<file path="src/rtl/rr_issue_arb_pkg.sv">
// rr_issue_arb_pkg: shared defaults and one-hot to binary encoding for pselect consumers
package rr_issue_arb_pkg;
  localparam int RR_ARB_N_DEF = 8;
  localparam int RR_ARB_W_DEF = 32;
  function automatic logic [7:0] onehot_to_bin(input logic [255:0] oh);
    logic [7:0] b;
    b = '0;
    for (int i = 0; i < 256; i++) if (oh[i]) b = b | 8'(i);
    return b;
  endfunction
endpackage

</file>
<file path="src/rtl/pselect.sv">
// pselect: rotating-priority one-hot select; lane sel wins first, then sel+1 (DIR=0) or sel-1 (DIR=1)
module pselect #(
  parameter int N = 8,
  parameter bit DIR = 1'b0,
  localparam int S = $clog2(N)
) (
  input  logic         en,
  input  logic [N-1:0] req,
  input  logic [S-1:0] sel,
  output logic [N-1:0] gnt
);
  logic [S-1:0] idx;
  logic found;
  always_comb begin
    gnt = '0;
    found = 1'b0;
    idx = sel;
    for (int k = 0; k < N; k++) begin
      idx = DIR ? sel - S'(k) : sel + S'(k);
      if (en && !found && req[idx]) begin
        gnt[idx] = 1'b1;
        found = 1'b1;
      end
    end
  end
endmodule

</file>
<file path="src/rtl/rr_issue_arb.sv">
// rr_issue_arb: per-lane request buffers, round-robin pick via pselect, registered output slot
module rr_issue_arb import rr_issue_arb_pkg::*; #(
  parameter int N = RR_ARB_N_DEF,
  parameter int W = RR_ARB_W_DEF,
  localparam int S = $clog2(N)
) (
  input  logic           clock,
  input  logic           reset,
  input  logic           flush,
  input  logic [N-1:0]   req_valid,
  input  logic [N*W-1:0] req_data,
  output logic [N-1:0]   req_ready,
  output logic           out_valid,
  output logic [S-1:0]   out_idx,
  output logic [W-1:0]   out_data,
  input  logic           out_ready,
  output logic [31:0]    issue_cnt
);
  logic [N-1:0] pending, gnt;
  logic [W-1:0] lane_buf [N];
  logic [S-1:0] ptr, win;
  logic load, fire;
  pselect #(.N(N), .DIR(1'b0)) u_psel (.en(1'b1), .req(pending), .sel(ptr), .gnt(gnt));
  assign win = S'(onehot_to_bin(256'(gnt)));
  assign fire = out_valid & out_ready;
  assign load = |pending & (~out_valid | out_ready);
  assign req_ready = ~pending;
  always_ff @(posedge clock or negedge reset) begin
    if (!reset) begin
      pending <= '0;
      ptr <= '0;
      out_valid <= 1'b0;
      out_idx <= '0;
      out_data <= '0;
      issue_cnt <= '0;
      for (int i = 0; i < N; i++) lane_buf[i] <= '0;
    end else begin
      if (fire) issue_cnt <= issue_cnt + 32'd1;
      if (flush) begin
        pending <= '0;
        out_valid <= 1'b0;
      end else begin
        for (int i = 0; i < N; i++)
          if (req_valid[i] && !pending[i]) begin
            pending[i] <= 1'b1;
            lane_buf[i] <= req_data[i*W +: W];
          end
        // the winner is always pending, so it never collides with a capture above
        if (load) begin
          out_valid <= 1'b1;
          out_idx <= win;
          out_data <= lane_buf[win];
          pending[win] <= 1'b0;
          ptr <= win + S'(1);
        end else if (fire) out_valid <= 1'b0;
      end
    end
  end
endmodule

</file>
<file path="config.mk">
export PLATFORM = sky130hd
export DESIGN_NAME = rr_issue_arb
export DESIGN_NICKNAME = d
export VERILOG_FILES = /design/src/rtl/rr_issue_arb_pkg.sv /design/src/rtl/pselect.sv /design/src/rtl/rr_issue_arb.sv
export SDC_FILE = /design/constraint.sdc
export NUM_CORES = 1
export LEC_CHECK = 0
export ABC_CLOCK_PERIOD_IN_PS = 4000
export CAP_MARGIN = 10
export CELL_PAD_IN_SITES_DETAIL_PLACEMENT = 1
export CELL_PAD_IN_SITES_GLOBAL_PLACEMENT = 1
export CORE_MARGIN = 10
export CORE_UTILIZATION = 38
export CTS_BUF_LIST = sky130_fd_sc_hd__clkbuf_8
export DETAILED_ROUTE_END_ITERATION = 10
export PLACE_DENSITY_LB_ADDON = 0.1
export SETUP_SLACK_MARGIN = 0.05
export SYNTH_ARGS = -nofsm -noshare
export SYNTH_HDL_FRONTEND = slang
export SYNTH_SLANG_ARGS = --single-unit
</file>
<file path="constraint.sdc">
create_clock -name clock -period 4 [get_ports clock]
set_input_delay 1.2 -clock clock [delete_from_list [all_inputs] [get_ports clock]]
set_output_delay 1.2 -clock clock [all_outputs]
set_load 0.01 [all_outputs]
</file>
==> flow_summary.json <==
{
  "outcome": "finished clean",
  "overflow": 0,
  "syn2layout_area_growth_pct": 38.1,
  "setup_viol": 0,
  "criticalPathCategory": "flop to flop",
  "syn-num-nets": 1554,
  "synthSimpleGateAreaFrac_pct": 6.20,
  "setup_tns_ns": 0,
  "wire_per_inst_um": 25.6,
  "synth_top_family_by_area": "multiplexers",
  "ys_seq_area_share_pct": 51.9,
  "hp-class": "flop to flop",
  "dpl_cell_area_um2": 20800,
  "die-area_um2": 51200,
  "cts_tree": "built",
  "cp.arrival_ns": 4.31,
  "place.gp.congestion": 0.846,
  "fin_skew_ns": 0.0306,
  "cp.required_ns": 4.53,
  "ys_warn_count": 0,
  "antenna_found_initial": 12,
  "startpoint_type": "flop",
  "synthTopCellsByCount": "335 x dfrtp_1, 265 x mux2_2, 146 x mux2i_1",
  "layout-drive-gt1-share_pct": 28.3,
  "syn-instance-count": 1278,
  "synth_mux_area_share_pct": 28.3,
  "io_pins": 344,
  "final_max_slew_viol_count": 0,
  "synth_top_area_share_pct": 51.9,
  "fmax_mhz": 265,
  "numPortBuffers": 343,
  "rows": 75,
  "cts_root_buffer": "clkbuf_8",
  "maxCapViolCount": 0,
  "grt_pass1_vias": 13700,
  "synth_area_um2": 16200,
  "clk-insertion-delay-late_ns": 0.65,
  "power_mw": 22.0,
  "dr.pass1.iters": 5,
  "rsz0062_at_grt": "no",
  "place_ws_ns": -0.150,
  "post-dp-hpwl_um": 42300,
  "start_util_pct": 38.5,
  "relSlewSlack_pct": 49.8,
  "hold_buffers": 0,
  "worst_path_largest_cell_delay_ns": 0.37,
  "synth_xor_area_share_pct": 1.95,
  "crit_chain": "buf_6, ha_2, buf_4, xor2_2, mux2_2, o211a_1, mux2i_1, nand3_1, o2111ai_2, nor2_4, buf_12, buf_16, mux2i_2, a21oi_1, o32a_1",
  "clock-sinks": 335,
  "synthDistinctLibCells": 55,
  "die_h_um": 226,
  "synthAdderAreaFrac_pct": 0.619,
  "path_max_fanout": 23,
  "htree_levels": 2,
  "powerDensity_nw_per_um2": 986,
  "final_nets": 1961,
  "synthFlopType": "dfrtp_1",
  "fillers": 4312,
  "min_period_over_period_pct": 94.5,
  "synth-seq-cells": 335,
  "die_x_um": 226,
  "core_area_um2": 42000,
  "clock_path_buffers": 3,
  "post-route-worst-setup-slack_ns": 0.221,
  "hold_violations": 0,
  "ir_worst_vdd_uv": 681,
  "grt_pass1_wl_um": 86800,
  "leakage_nw": 9.30,
  "syn_area_per_cell_um2": 12.7,
  "vias": 12300,
  "grt_max_degree": 82,
  "wirelength_um": 58400,
  "worstMarginPinSlew_ns": 0.753,
  "synth_edf_count": 0,
  "drt_iter0_markers": 638,
  "async_flop_share_pct": 100,
  "ant_nets": 0,
  "critical_path.endpoint_type": "flop",
  "yosysTopAreaCell": "dfrtp_1",
  "synth_most_common_cell": "dfrtp_1",
  "viasPerCell": 5.39,
  "synthTopCellsByArea": "dfrtp_1 52%, mux2_2 18%, mux2i_1 9.0%",
  "fin_area_um2": 22300,
  "drc": 0,
  "clkTransAtPathRegs_ns": 0.06,
  "track_usage_pct": 22.5,
  "slowest_stage": "dfrtp_1",
  "cts_buffers": 59,
  "fin_crit_ns": 3.78,
  "synth_compound_area_share_pct": 7.96
}
-- cell usage in the layout (no fill, tap or decap), types with 31 or more instances in the layout --
cell type	synthesis	routed
dfrtp_1	335	335
mux2_2	265	265
nor2_1	66	64
o32a_1	32	32
clkbuf_8	0	80
mux2i_1	146	143
clkdlybuf4s50_1	0	342
a21oi_1	46	44
buf_4	10	65
inv_1	15	36
nand2_1	40	38
o32ai_1	34	31
-- power breakdown --
group / leakage, nW / internal, mW / switching, mW
clock: 0.718 / 1.78 / 1.49
combinational: 4.58 / 6.56 / 6.65
sequential: 4.00 / 4.69 / 0.851
-- state kept, by name (all words and copies together), names as in the netlist --
name,count
issue_cnt,32
pending,8
out_idx,3
lane_buf,256
out_data,32
ptr,3
out_valid,1
-- layer usage --
layer | up-vias | track usage (%) | part of all wire (%)
li1 | 5547 | - | -
met3 | 90 | 5.75 | 6.4
met5 | - | 0 | 0.14
met2 | 319 | 37.9 | 49
met1 | 6311 | 27.6 | 42
met4 | 14 | 7.18 | 2.3
-- stage by stage --
step	util [%]	hold WS, ns	std cells
3_5_place_dp	49.6	0.472	2150
3_3_place_gp	49.6	0.458	2150
4_1_cts	52.8	0.482	2262
5_1_grt	53.1	0.500	2276
6_report	53.1	0.474	2279
2_1_floorplan	-	0.480	1278
-- layout make-up --
cell class | instances | area [um2] | share of cell area [%]
diodes | 7 | 17.5 | 0.0785
clock buffers | 80 | 1100 | 4.93
clock inverters | 29 | 136 | 0.611
inverters | 15 | 56.3 | 0.252
multi-input cells | 837 | 7450 | 33.4
flip-flops and latches | 335 | 8380 | 37.5
well taps | 539 | 674 | 3.02
repair buffers | 437 | 4510 | 20.2
-- worst paths after layout --
check | slack (ns) | to | start | cells after the start
setup / recovery | 0.22 | out_data[12] | ptr[1] | 15
hold / removal | 0.47 | issue_cnt[31] | issue_cnt[31] | 1
setup reg to reg | 0.22 | out_data[12] | ptr[1] | 15
hold reg to reg | 0.47 | issue_cnt[31] | issue_cnt[31] | 1
max in group asynchronous | 2.60 | lane_buf[20] | reset | 2
min in group asynchronous | 0.57 | issue_cnt[0] | reset | 1
-- logic make-up (layout without fill, tap and decap cells) --
kind of cell	count (synthesis)	after routing
buf+inv	106	561
simple gates	206	206
mux	417	417
other cells	0	7
compound gates	170	170
xor+xnor	36	36
fa+ha+maj	8	8
flops	335	335
-- repair_timing --
| action | in CTS | in global routing |
|---|---|---|
| setup endpoints to repair | 19 | 29 |
| gates cloned | 1 | 0 |
| setup buffers | 2 | 10 |
| resized for setup | 9 | 10 |
| pin swaps | 2 | 3 |
-- worst max-delay path, delay by kind of cell (launching register included) --
family                   cells  cell delay [ns]
buffers and inverters        4             0.75
multiplexers                 3             0.81
AND/OR/NAND/NOR              2             0.38
AO/OA/AOI/OAI                4             0.88
XOR/XNOR                     1             0.19
adder cells (fa/ha/maj)      1             0.25
flip-flops                   1             0.37
No activity file was read; power rests on OpenSTA's default activity.
